[config.mk]
export PLATFORM = sky130hd
export DESIGN_NAME = ifetch_queue
export DESIGN_NICKNAME = d
export VERILOG_FILES = /design/src/rtl/ifetch_queue.sv
export SDC_FILE = /design/constraint.sdc
export NUM_CORES = 1
export LEC_CHECK = 0
export BUFFER_PORTS_ARGS = -buffer_cell sky130_fd_sc_hd__buf_2
export CAP_MARGIN = 20
export CORE_MARGIN = 4
export CORE_UTILIZATION = 28
export DETAILED_ROUTE_END_ITERATION = 12
export PLACE_DENSITY_LB_ADDON = 0.25
export SYNTH_ARGS = -nofsm -noshare
export SYNTH_HDL_FRONTEND = slang
export SYNTH_SLANG_ARGS = --single-unit
[constraint.sdc]
create_clock -name clk -period 5.42 [get_ports clk]
set_input_delay 1.084 -clock clk [delete_from_list [all_inputs] [get_ports clk]]
set_output_delay 1.084 -clock clk [all_outputs]
set_load 0.03 [all_outputs]
[src/rtl/ifetch_queue.sv]
// Instruction-fetch front end: holds the fetch PC for the MMU and queues {pc, instr} toward decode.
// Optional FETCH_BYPASS_EN: an empty queue forwards the returning word to out_* in the same cycle.
module ifetch_queue #(
   parameter int unsigned DEPTH    = 4,
   parameter logic [63:0] RESET_PC = 64'h8000_0000
) (
   input  logic        clk,
   input  logic        rst,
   input  logic        redirect_valid,
   input  logic [63:0] redirect_pc,
   input  logic        mmu_fetch_ok,
   input  logic [63:0] mmu_data,
   output logic [63:0] pc_o,
   output logic        out_valid,
   input  logic        out_ready,
   output logic [63:0] out_pc,
   output logic [31:0] out_instr
);
   localparam int unsigned AW = (DEPTH > 1) ? $clog2(DEPTH) : 1;
   localparam int unsigned CW = AW + 1;

   typedef enum logic {FETCH, REDIR} state_t;

   state_t        state, state_next;
   logic [63:0]   fetch_pc, fetch_pc_next;
   logic [63:0]   pending_pc, pending_pc_next;
   logic [CW-1:0] count;
   logic [AW-1:0] rd_ptr, wr_ptr;
   logic [63:0]   mem_pc    [DEPTH];
   logic [31:0]   mem_instr [DEPTH];

   logic [63:0] target;
   logic [31:0] instr;
   logic        fifo_valid, pop, push, wr_en, bypass;

   assign target     = redirect_pc & ~64'd3;
   assign instr      = fetch_pc[2] ? mmu_data[63:32] : mmu_data[31:0];
   assign fifo_valid = (count != '0);
   assign pop        = fifo_valid & out_ready & ~redirect_valid;
   assign push       = mmu_fetch_ok & (state == FETCH) & ~redirect_valid
                       & ((count < CW'(DEPTH)) | pop);
`ifdef FETCH_BYPASS_EN
   assign bypass = push & ~fifo_valid;
`else
   assign bypass = 1'b0;
`endif
   // A bypassed word taken by decode in the same cycle never enters the FIFO.
   assign wr_en = push & ~(bypass & out_ready);
   assign pc_o  = fetch_pc;

   always_comb begin
      out_valid = fifo_valid | bypass;
      out_pc    = '0;
      out_instr = '0;
      if (fifo_valid) begin
         out_pc    = mem_pc[rd_ptr];
         out_instr = mem_instr[rd_ptr];
      end else if (bypass) begin
         out_pc    = fetch_pc;
         out_instr = instr;
      end
   end

   always_ff @(posedge clk or posedge rst) begin
      if (rst) begin
         state      <= FETCH;
         fetch_pc   <= RESET_PC;
         pending_pc <= '0;
      end else begin
         state      <= state_next;
         fetch_pc   <= fetch_pc_next;
         pending_pc <= pending_pc_next;
      end
   end

   // Redirects without a returning word park the target so the in-flight walk keeps its PC.
   always_comb begin
      state_next      = state;
      fetch_pc_next   = fetch_pc;
      pending_pc_next = pending_pc;
      case (state)
         FETCH: begin
            if (redirect_valid) begin
               if (mmu_fetch_ok) begin
                  fetch_pc_next = target;
               end else begin
                  pending_pc_next = target;
                  state_next      = REDIR;
               end
            end else if (push) begin
               fetch_pc_next = fetch_pc + 64'd4;
            end
         end
         REDIR: begin
            if (redirect_valid) begin
               pending_pc_next = target;
               if (mmu_fetch_ok) begin
                  fetch_pc_next = target;
                  state_next    = FETCH;
               end
            end else if (mmu_fetch_ok) begin
               fetch_pc_next = pending_pc;
               state_next    = FETCH;
            end
         end
         default: state_next = FETCH;
      endcase
   end

   always_ff @(posedge clk or posedge rst) begin
      if (rst) begin
         count  <= '0;
         rd_ptr <= '0;
         wr_ptr <= '0;
      end else if (redirect_valid) begin
         count  <= '0;
         rd_ptr <= '0;
         wr_ptr <= '0;
      end else begin
         if (wr_en) wr_ptr <= wr_ptr + AW'(1);
         if (pop)   rd_ptr <= rd_ptr + AW'(1);
         case ({wr_en, pop})
            2'b10:   count <= count + CW'(1);
            2'b01:   count <= count - CW'(1);
            default: count <= count;
         endcase
      end
   end

   always_ff @(posedge clk) begin
      if (wr_en) begin
         mem_pc[wr_ptr]    <= fetch_pc;
         mem_instr[wr_ptr] <= instr;
      end
   end

endmodule
==> impl_metrics.yaml <==
run_status:
  run_status: "finished, final reports clean"
timing:
  hold_viol_final: 0
  tightest_slew_ns: 0.946
  slew_viol_final: 0
  timing.setup.tns_ns: 0
  whs_ns: 0.497
  setup_viol: 0
  fmax_mhz: 246
  min_period_over_period: 0.751
  rsz0062_at_grt: "no"
  relSlewSlack: 0.364
  fin_skew_ns: 0.0311
  period_minus_slack_ns: 4.07
final_layout:
  mostFrequentLayoutCell: "edfxtp_1"
  nNetsFinal: 1992
  most-common-layout-cells: "384 x edfxtp_1, 290 x buf_2, 129 x dfrtp_1, 110 x mux2_2, 97 x and2_1"
  layout-drive-gt1-share: 0.342
  syn2layout_area_growth_pct: 20.4
  nFillCells: 7969
clock_tree:
  clkLatencyLatePin_ns: 0.63
  postCtsSetupRepairBufs: 0
  ctsHtreeMaxLevel: 2
  numCtsBuffers: 57
  cts-root-buf: "clkbuf_16"
  cts_tree: "done"
  cts_resized: 0
  clock_sink_count: 518
  cts_hold_buf: 0
  clk_pin_slew_ns: 0.06
  clk_path_buf_depth: 3
worst_setup_path:
  crit_start: "rd_ptr[0]"
  path_class: "flop to output pin"
  reg2reg_slack_ns: 2.06
  cp_max_fo: 29
  cp_data_required_time_ns: 4.34
  critPathLaunchType: "flop"
  cp-end-kind: "output pin"
  r2r-start: "state"
  reg2reg_to: "mem_pc[0][48]"
  worstPathArrival_ns: 2.99
  r2r_cells: 4
floorplanning:
  fp.dieH_um: 296
  die-area_mm2: 0.0876
  core-area_mm2: 0.0821
  die_w_um: 296
  fp-row-count: 105
  io_pins: 294
  start_util: 0.283
min_path:
  min_to: "pending_pc[53]"
  min_from: "pending_pc[53]"
  hold_class: "flop to flop"
  holdPathStages: 1
global_routing:
  grt_max_degree: 75
  overflow: 0
  grtUsageTotal: 0.152
  grt_antenna_before_repair: 22
  grt_pass1_vias: 15200
  grt_pass1_wl_um: 100000
logic_synthesis:
  synth_compound_area_frac: 0.0583
  syn_nets: 1719
  syn_area_mm2: 0.0232
  ys_types: 72
  synthXorXnorAreaFrac: 0.00151
  yosys_most_used_dff: "edfxtp_1"
  yosysWarnings: 0
  synth_area_per_cell_um2: 14.7
  ys_ff_latch: 518
  synthAdderAreaFrac: 0.00356
  synth_simple_gate_area_frac: 0.108
  syn_inst: 1580
  synth_seq_area_share: 0.641
  synth_top_family_by_area: "multiplexers"
  synth-edff-count: 384
  synthArstFlopShare: 0.259
  synthMuxAreaShare: 0.165
drt:
  via_per_inst: 5.03
  wl_per_cell_um: 22.7
  drc: 0
  drt-initial-drc-count: 1030
  vias: 15000
  drt-total-wl_um: 67800
  drt.antenna.violating_nets: 0
  drtPass1Iterations: 5
flow_run:
  max_cap_violations: 0
pwr:
  total_leakage_power_uw: 0.00999
  power.density_mw_per_mm2: 462
  ir_worst_vdd_mv: 0.218
  power.total_uw: 12900
place:
  hpwl_um: 43700
  gp_congestion: 0.788
  io_buffers: 291
power by group:
part           switching [µW]  internal (µW)
registers                 509           4730
clock network            1640           2320
logic                    2340           1360
layer usage:
| metal | global-route usage | share of wire |
|---|---|---|
| met4 | 0.0345 | 0.019 |
| met3 | 0.0309 | 0.065 |
| met2 | 0.258 | 0.49 |
| met1 | 0.201 | 0.42 |
| met5 | 0 | 0.00063 |
cell families after synthesis:
kind of cell,after synthesis
multiplexers,250
flip-flops,518
AO/OA/AOI/OAI,205
XOR/XNOR,4
buffers and inverters,127
adder cells (fa/ha/maj),6
AND/OR/NAND/NOR,470
worst max-delay path, cell delays in order, from the launching register on:
cell     delay, ns
dfrtp_4       0.84
buf_4         0.53
mux4_2        0.59
and2_1        0.17
buf_2         0.18
sequential cells by signal (all words and copies together) (netlist names):
register and flops:
pending_pc 62, mem_instr 128, rd_ptr 2, wr_ptr 2, state 1, mem_pc 256, count 3, pc_o 64
metrics by stage:
step	util	worst slack [ns]	instance area, µm²	cells
after floorplan	-	0.461	23200	1580
after global placement	0.316	1.58	26000	2864
after detailed placement	0.316	1.57	26000	2864
after CTS	0.340	1.17	27900	2972
after global routing	0.340	1.08	27900	2972
final	0.340	1.35	27900	2982
cell type report:
| cell class | count | area [µm²] | area share |
|---|---|---|---|
| Sequential cell | 518 | 14900 | 0.533 |
| Multi-Input combinational cell | 935 | 7880 | 0.282 |
| Timing Repair Buffer | 326 | 1810 | 0.0648 |
| Clock buffer | 64 | 1450 | 0.0520 |
| Tap cell | 1070 | 1340 | 0.0479 |
| Clock inverter | 44 | 479 | 0.0172 |
| Inverter | 15 | 61.3 | 0.00219 |
| Antenna cell | 10 | 25.0 | 0.000896 |
synth_stat cells, drive strengths merged (38+ instances only):
library cell,count,area share
o21ai,64,0.014
nand2,93,0.015
dfrtp,133,0.14
nor2,70,0.011
nand3,64,0.014
mux4,96,0.093
buf,38,0.0073
mux2,110,0.053
edfxtp,384,0.50
and2,98,0.026
clkbuf,74,0.012
mux2i,44,0.019
nand4,45,0.013
how the worst max path moves through the flow:
stage,slack [ns],to,cells past startpoint
5_1_grt,1.08,out_pc[47],4
6_report,1.35,out_pc[47],4
2_1_floorplan,0.46,mem_instr[1][0],5
3_3_place_gp,1.58,mem_pc[0][47],4
4_1_cts,1.17,out_pc[47],4
3_5_place_dp,1.57,mem_pc[0][46],4
No activity file was read; power rests on OpenSTA's default activity.
